--- config.mk ---
export PLATFORM = sky130hd
export DESIGN_NAME = jstk_spi_master
export DESIGN_NICKNAME = d
export VERILOG_FILES = /design/src/rtl/jstk_spi_master_pkg.sv /design/src/rtl/jstk_spi_master_byte_shifter.sv /design/src/rtl/jstk_spi_master.sv
export SDC_FILE = /design/constraint.sdc
export NUM_CORES = 1
export LEC_CHECK = 0
export CORE_MARGIN = 1
export CORE_UTILIZATION = 25
export DETAILED_ROUTE_END_ITERATION = 7
export MAX_ROUTING_LAYER = met4
export PLACE_DENSITY = 0.46
export SYNTH_ARGS = -nofsm -noshare
export SYNTH_HDL_FRONTEND = slang
export SYNTH_SLANG_ARGS = --single-unit
--- constraint.sdc ---
create_clock -name clock -period 4.6 [get_ports clock]
set_input_delay 0.46 -clock clock [delete_from_list [all_inputs] [get_ports clock]]
set_output_delay 0.46 -clock clock [all_outputs]
set_load 0.1 [all_outputs]
--- src/rtl/jstk_spi_master_pkg.sv ---
// rtl/jstk_spi_master_pkg.sv - shared constants, FSM states and counter sizing for the JSTK2 SPI poller
package jstk_spi_master_pkg;

  localparam logic [9:0] JSTK_NEUTRAL = 10'd512;
  localparam int         JSTK_NBYTES  = 5;

  typedef enum logic [2:0] {
    ST_IDLE  = 3'd0,
    ST_SETUP = 3'd1,
    ST_SHIFT = 3'd2,
    ST_GAP   = 3'd3,
    ST_HOLD  = 3'd4,
    ST_WAIT  = 3'd5
  } state_e;

  // Bits needed to count 0..n-1; never narrower than one bit.
  function automatic int cnt_width(input int n);
    return (n < 2) ? 1 : $clog2(n);
  endfunction

  function automatic int max3(input int a, input int b, input int c);
    int m;
    m = (a > b) ? a : b;
    return (m > c) ? m : c;
  endfunction

endpackage

--- src/rtl/jstk_spi_master_byte_shifter.sv ---
// rtl/jstk_spi_master_byte_shifter.sv - 8-bit SPI mode-0 MSB-first shift register
module jstk_spi_master_byte_shifter (
  input  logic       clock,
  input  logic       reset_n,
  input  logic       load,
  input  logic [7:0] byte_in,
  input  logic       shift_out_en,
  input  logic       sample_en,
  input  logic       miso,
  output logic       mosi,
  output logic [7:0] byte_out
);

  logic [7:0] tx_q;
  logic [7:0] tx_d;
  logic [7:0] rx_q;
  logic [7:0] rx_d;

  always_comb begin
    tx_d = tx_q;
    rx_d = rx_q;
    if (load) begin
      tx_d = byte_in;
    end else if (shift_out_en) begin
      tx_d = {tx_q[6:0], 1'b0};
    end
    if (sample_en) begin
      rx_d = {rx_q[6:0], miso};
    end
  end

  always_ff @(posedge clock or negedge reset_n) begin
    if (!reset_n) begin
      tx_q <= 8'h00;
      rx_q <= 8'h00;
    end else begin
      tx_q <= tx_d;
      rx_q <= rx_d;
    end
  end

  assign mosi     = tx_q[7];
  assign byte_out = rx_q;

endmodule

--- src/rtl/jstk_spi_master.sv ---
// rtl/jstk_spi_master.sv - Pmod JSTK2 poller: 5-byte SPI mode-0 transaction per poll period
module jstk_spi_master
  import jstk_spi_master_pkg::*;
#(
  parameter int         SCLK_HALF_CYC   = 50,
  parameter int         SS_SETUP_CYC    = 750,
  parameter int         BYTE_GAP_CYC    = 500,
  parameter int         SS_HOLD_CYC     = 1250,
  parameter int         POLL_PERIOD_CYC = 500000,
  parameter logic [7:0] CMD_BYTE        = 8'h00
) (
  input  logic       clock,
  input  logic       reset_n,
  input  logic       enable,
  input  logic       spi_miso,
  output logic       spi_sclk,
  output logic       spi_mosi,
  output logic       spi_ss_n,
  output logic [9:0] jstk_x,
  output logic [9:0] jstk_y,
  output logic       btn_jstk,
  output logic       btn_trig,
  output logic       sample_valid,
  output logic       busy
);

  localparam int HW  = cnt_width(SCLK_HALF_CYC);
  localparam int PW  = cnt_width(max3(SS_SETUP_CYC, BYTE_GAP_CYC, SS_HOLD_CYC));
  localparam int PLW = cnt_width(POLL_PERIOD_CYC);

  localparam logic [HW-1:0]  HALF_LAST  = HW'(SCLK_HALF_CYC - 1);
  localparam logic [PW-1:0]  SETUP_LAST = PW'(SS_SETUP_CYC - 1);
  localparam logic [PW-1:0]  GAP_LAST   = PW'(BYTE_GAP_CYC - 1);
  localparam logic [PW-1:0]  HOLD_LAST  = PW'(SS_HOLD_CYC - 1);
  localparam logic [PLW-1:0] POLL_LAST  = PLW'(POLL_PERIOD_CYC - 1);
  localparam logic [PLW-1:0] POLL_EXIT  = PLW'(POLL_PERIOD_CYC - 2);
  localparam logic [2:0]     LAST_BYTE  = 3'(JSTK_NBYTES - 1);

  state_e         state_q, state_d;
  logic [PW-1:0]  ph_q, ph_d;
  logic [HW-1:0]  hc_q, hc_d;
  logic [PLW-1:0] poll_q, poll_d;
  logic [2:0]     bit_q, bit_d;
  logic [2:0]     byte_q, byte_d;
  logic           sclk_q, sclk_d;
  logic           ss_n_q, ss_n_d;
  logic           busy_q, busy_d;
  logic           sv_q, sv_d;
  logic [7:0]     x_lo_q, x_lo_d, y_lo_q, y_lo_d;
  logic [1:0]     x_hi_q, x_hi_d, y_hi_q, y_hi_d, btn_q, btn_d;
  logic [9:0]     jx_q, jx_d, jy_q, jy_d;
  logic           bj_q, bj_d, bt_q, bt_d;
  logic           miso_s1_q, miso_s2_q;

  logic           sh_load, sh_shift, sh_sample;
  logic [7:0]     sh_byte_in, sh_byte_out;

  jstk_spi_master_byte_shifter u_shifter (
    .clock        (clock),
    .reset_n      (reset_n),
    .load         (sh_load),
    .byte_in      (sh_byte_in),
    .shift_out_en (sh_shift),
    .sample_en    (sh_sample),
    .miso         (miso_s2_q),
    .mosi         (spi_mosi),
    .byte_out     (sh_byte_out)
  );

  always_comb begin
    state_d    = state_q;
    ph_d       = ph_q;
    hc_d       = hc_q;
    poll_d     = (poll_q == POLL_LAST) ? poll_q : poll_q + 1'b1;
    bit_d      = bit_q;
    byte_d     = byte_q;
    sclk_d     = sclk_q;
    ss_n_d     = ss_n_q;
    busy_d     = busy_q;
    sv_d       = 1'b0;
    x_lo_d     = x_lo_q;
    x_hi_d     = x_hi_q;
    y_lo_d     = y_lo_q;
    y_hi_d     = y_hi_q;
    btn_d      = btn_q;
    jx_d       = jx_q;
    jy_d       = jy_q;
    bj_d       = bj_q;
    bt_d       = bt_q;
    sh_load    = 1'b0;
    sh_shift   = 1'b0;
    sh_sample  = 1'b0;
    sh_byte_in = 8'h00;

    case (state_q)
      ST_IDLE: begin
        if (enable) begin
          ss_n_d  = 1'b0;
          busy_d  = 1'b1;
          poll_d  = '0;
          ph_d    = '0;
          byte_d  = '0;
          state_d = ST_SETUP;
        end
      end
      ST_SETUP: begin
        if (ph_q == SETUP_LAST) begin
          sh_load    = 1'b1;
          sh_byte_in = CMD_BYTE;
          hc_d       = '0;
          bit_d      = '0;
          state_d    = ST_SHIFT;
        end else begin
          ph_d = ph_q + 1'b1;
        end
      end
      ST_SHIFT: begin
        if (hc_q != HALF_LAST) begin
          hc_d = hc_q + 1'b1;
        end else begin
          hc_d   = '0;
          sclk_d = ~sclk_q;
          if (!sclk_q) begin
            sh_sample = 1'b1;
          end else begin
            sh_shift = 1'b1;
            bit_d    = bit_q + 1'b1;
            // Eighth falling edge: the received byte is complete, file it away.
            if (bit_q == 3'd7) begin
              case (byte_q)
                3'd0:    x_lo_d = sh_byte_out;
                3'd1:    x_hi_d = sh_byte_out[1:0];
                3'd2:    y_lo_d = sh_byte_out;
                3'd3:    y_hi_d = sh_byte_out[1:0];
                default: btn_d  = sh_byte_out[1:0];
              endcase
              ph_d    = '0;
              state_d = (byte_q == LAST_BYTE) ? ST_HOLD : ST_GAP;
            end
          end
        end
      end
      ST_GAP: begin
        if (ph_q == GAP_LAST) begin
          sh_load    = 1'b1;
          sh_byte_in = 8'h00;
          byte_d     = byte_q + 1'b1;
          hc_d       = '0;
          bit_d      = '0;
          state_d    = ST_SHIFT;
        end else begin
          ph_d = ph_q + 1'b1;
        end
      end
      ST_HOLD: begin
        if (ph_q == HOLD_LAST) begin
          ss_n_d  = 1'b1;
          busy_d  = 1'b0;
          sv_d    = 1'b1;
          jx_d    = {x_hi_q, x_lo_q};
          jy_d    = {y_hi_q, y_lo_q};
          bj_d    = btn_q[0];
          bt_d    = btn_q[1];
          state_d = ST_WAIT;
        end else begin
          ph_d = ph_q + 1'b1;
        end
      end
      ST_WAIT: begin
        // Leave when the counter is about to reach POLL-1 so the IDLE launch lands exactly one period on.
        if (poll_q >= POLL_EXIT) begin
          state_d = ST_IDLE;
        end
      end
      default: state_d = ST_IDLE;
    endcase
  end

  always_ff @(posedge clock or negedge reset_n) begin
    if (!reset_n) begin
      state_q   <= ST_IDLE;
      ph_q      <= '0;
      hc_q      <= '0;
      poll_q    <= '0;
      bit_q     <= '0;
      byte_q    <= '0;
      sclk_q    <= 1'b0;
      ss_n_q    <= 1'b1;
      busy_q    <= 1'b0;
      sv_q      <= 1'b0;
      x_lo_q    <= 8'h00;
      x_hi_q    <= 2'b00;
      y_lo_q    <= 8'h00;
      y_hi_q    <= 2'b00;
      btn_q     <= 2'b00;
      jx_q      <= JSTK_NEUTRAL;
      jy_q      <= JSTK_NEUTRAL;
      bj_q      <= 1'b0;
      bt_q      <= 1'b0;
      miso_s1_q <= 1'b0;
      miso_s2_q <= 1'b0;
    end else begin
      state_q   <= state_d;
      ph_q      <= ph_d;
      hc_q      <= hc_d;
      poll_q    <= poll_d;
      bit_q     <= bit_d;
      byte_q    <= byte_d;
      sclk_q    <= sclk_d;
      ss_n_q    <= ss_n_d;
      busy_q    <= busy_d;
      sv_q      <= sv_d;
      x_lo_q    <= x_lo_d;
      x_hi_q    <= x_hi_d;
      y_lo_q    <= y_lo_d;
      y_hi_q    <= y_hi_d;
      btn_q     <= btn_d;
      jx_q      <= jx_d;
      jy_q      <= jy_d;
      bj_q      <= bj_d;
      bt_q      <= bt_d;
      miso_s1_q <= spi_miso;
      miso_s2_q <= miso_s1_q;
    end
  end

  assign spi_sclk     = sclk_q;
  assign spi_ss_n     = ss_n_q;
  assign busy         = busy_q;
  assign sample_valid = sv_q;
  assign jstk_x       = jx_q;
  assign jstk_y       = jy_q;
  assign btn_jstk     = bj_q;
  assign btn_trig     = bt_q;

endmodule
==> flow_metrics.tcl <==
set metrics [dict create \
    p_clk_frac 0.346 \
    crit_top_cell "nand2_1" \
    cts_buffers 9 \
    holdWs_ps 252 \
    grt_pass1_wl_um 17200 \
    seq_area_sq_um 2580 \
    setup_viol 0 \
    p_per_area_nw_per_um2 400 \
    synth.area.top_cells "dfrtp_1 (53%), nand2_1 (8.4%), mux2_2 (6.6%), o21ai_0 (3.7%), ha_1 (3.4%)" \
    drc 0 \
    numPortBuffers 29 \
    path_cells "inv_1 -> ha_1 -> nand2_1 -> nor4_1 -> nand2_1 -> inv_1 -> nand2_1 -> nand2_1" \
    p_int_mw 1.53 \
    syn_avg_cell_area_sq_um 10.3 \
    period_share 0.637 \
    worst_pin_slew_ps 967 \
    path_class "reg -> reg" \
    cp-start-kind "register" \
    hold_path.class "in -> async" \
    max_freq_ghz 0.341 \
    maxCapViolCount 0 \
    crit_fanout 25 \
    fin_area_sq_um 5600 \
    power_mw 2.24 \
    grt_max_degree 73 \
    avgViaCountPerCell 4.62 \
    required_ps 4880 \
    seq_power_share 0.507 \
    hold_viol 0 \
    gp_congestion 0.738 \
    wl_per_cell_um 13.2 \
    dieArea_sq_um 19600 \
    synth_adder_area_share 0.0341 \
    ys_ff_latch 103 \
    netSwitchingPower_uw 714 \
    netlist.area_leader.share 0.525 \
    layout.nets 505 \
    arrival_ps 3210 \
    slowest_stage "inv_1" \
    dp_slack_ps 1660 \
    die_height_um 140 \
    period_minus_slack_ps 2930 \
    multi_input_area_sq_um 2080 \
    synth-simple-area-share 0.208 \
    clock_path_buffers 2 \
    cp_top_family "simple AND/OR/NAND/NOR gates" \
    drive_above_1_share 0.124 \
    syn-cell-area_sq_um 4760 \
    initial_utilization 0.255 \
    post_cts_buffers 0 \
    slew_violations 0 \
    cts_tree "built" \
    synth_warnings 0 \
    p_comb_frac 0.147 \
    fin_tns_setup_ps 0 \
    reg2reg_slack_ps 1670 \
    row_count 50 \
    dpl.hpwl_um 6620 \
    synth_cells 462 \
    antenna_found_initial 0 \
    pin_count 31 \
    async_flop_share 1.00 \
    clock_sink_count 103 \
    area_growth_pct 17.6 \
    rsz0062_at_grt "false" \
    synth_top_family_by_area "simple AND/OR/NAND/NOR gates" \
    ctsResizeCount 0 \
    switching_share 0.319 \
    postCtsHoldBufs 0 \
    cp-end-kind "register" \
    setup_ws_ps 1670 \
    diodes 0 \
    dp.cells 711 \
    status "completed" \
    grt_pass1_vias 3423 \
    skew_ps 14.0 \
    dr_total_vias 3360 \
    yosysMostFrequentCell "nand2_1" \
    vdd_drop_max_uv 159 \
    rr_worst_depth 8 \
    synth_compound_area_frac 0.0880 \
    r2r-end "jstk_x[7]$_DFFE_PN0P_" \
    slew_headroom 0.353 \
    finalNonFillerCells 727 \
    core_sq_um 18700 \
    p_leak_nw 2.62 \
    dr.pass1.iters 5 \
    synth_xor_area_frac 0.0276 \
    final_antenna_net_count 0 \
    yosys.area.top_type "dfrtp_1" \
    grt.overflow.total 0 \
    synth_mux_area_frac 0.0767 \
    dpl-instance-area_sq_um 5290 \
    root_buffer "clkbuf_16" \
    critPathMaxStageDelay_ps 810 \
    drt_iter0_drc 239 \
    fillers 1934 \
    r2r_start "ph_q[1]$_DFFE_PN0P_" \
    syn-num-nets 479 \
    path_buf_inv 2 \
    synth_edf_count 0 \
    clock_latency_ps 350 \
    ys.flop_type "dfrtp_1" \
    synth_common_cells "nand2_1 (106), dfrtp_1 (100), o21ai_0 (35)" \
    htreeDepth 3 \
    finalWirelength_um 9590 \
    track_usage 0.112 \
    yosysUniqueCellTypes 53 \
    synth-seq-area-share 0.542 \
    clkSlewWorstSetupHoldPaths_ps 80 \
    die_x_um 140 \
    utilization 0.299 \
]
kinds of logic after synthesis:
kind of cell    Yosys count
buf+inv                  25
flops                   103
xor+xnor                 15
mux                      32
compound gates           69
other cells               1
fa+ha+maj                13
simple gates            204
state kept, by name, summed over array words and instances (netlist names), 2 cells and up:
| signal | count |
|---|---|
| jstk_y | 10 |
| x_hi_q | 2 |
| x_lo_q | 8 |
| bit_q | 3 |
| state_q | 3 |
| ph_q | 11 |
| y_hi_q | 2 |
| jstk_x | 10 |
| y_lo_q | 8 |
| byte_q | 3 |
| hc_q | 6 |
| poll_q | 19 |
| u_shifter.byte_out | 8 |
| btn_q | 2 |
worst max path at each step:
stage	slack [ps]	start	end	depth (start not counted)
floorplan	2470	spi_sclk$_DFFE_PN0P_	btn_q[0]$_DFFE_PN0P_	4
global placement	1800	ph_q[1]$_DFFE_PN0P_	jstk_x[7]$_DFFE_PN0P_	8
detailed placement	1660	ph_q[1]$_DFFE_PN0P_	jstk_x[7]$_DFFE_PN0P_	8
CTS	1660	ph_q[1]$_DFFE_PN0P_	jstk_x[7]$_DFFE_PN0P_	8
global route	1380	ph_q[1]$_DFFE_PN0P_	jstk_x[6]$_DFFE_PN0P_	8
finish	1670	ph_q[1]$_DFFE_PN0P_	jstk_x[7]$_DFFE_PN0P_	8
layer usage:
layer	part of all wire	GRT usage	wire length [um]	vias to the layer above
li1	-	-	-	1658
met1	0.49	0.140	4690	1649
met2	0.47	0.181	4560	45
met3	0.024	0.0205	229	8
met4	0.012	0.0364	119	0
met5	0	-	0	-
power groups by stage:
| stage | Sequential (mW) | Clock, mW | Combinational [mW] |
|---|---|---|---|
| final | 1.14 | 0.776 | 0.330 |
| after global routing | 1.16 | 0.839 | 0.387 |
| after CTS | 1.13 | 0.807 | 0.336 |
| after detailed placement | 1.15 | 0 | 0.335 |
| after global placement | 1.15 | 0 | 0.323 |
| after floorplan | 1.14 | 0 | 0.241 |
cell type report:
type / instances / share of cell area
well taps: 234 / 0.0523
inverters: 10 / 0.00670
multi-input cells: 334 / 0.372
clock buffers: 9 / 0.0402
flip-flops and latches: 103 / 0.461
clock inverters: 7 / 0.0154
repair buffers: 30 / 0.0527
cell usage in the layout, fill, tap and decap left out, types with 5 or more instances in the layout:
master           Yosys  routed
nand2_1            106     106
dfrtp_1            100     100
o21ai_0             35      35
nor2_1              32      32
mux2_2              28      28
clkdlybuf4s50_1      0      28
ha_1                13      13
and3_1              10      10
xor2_1              10      10
inv_1               10      10
nand3_1              9       9
clkbuf_16            0       9
nand4_1              7       7
o31ai_1              6       6
a31oi_1              6       6
a21oi_1              6       6
and4_1               6       6
xnor2_1              5       5
Power figures use the tool's default switching activity.
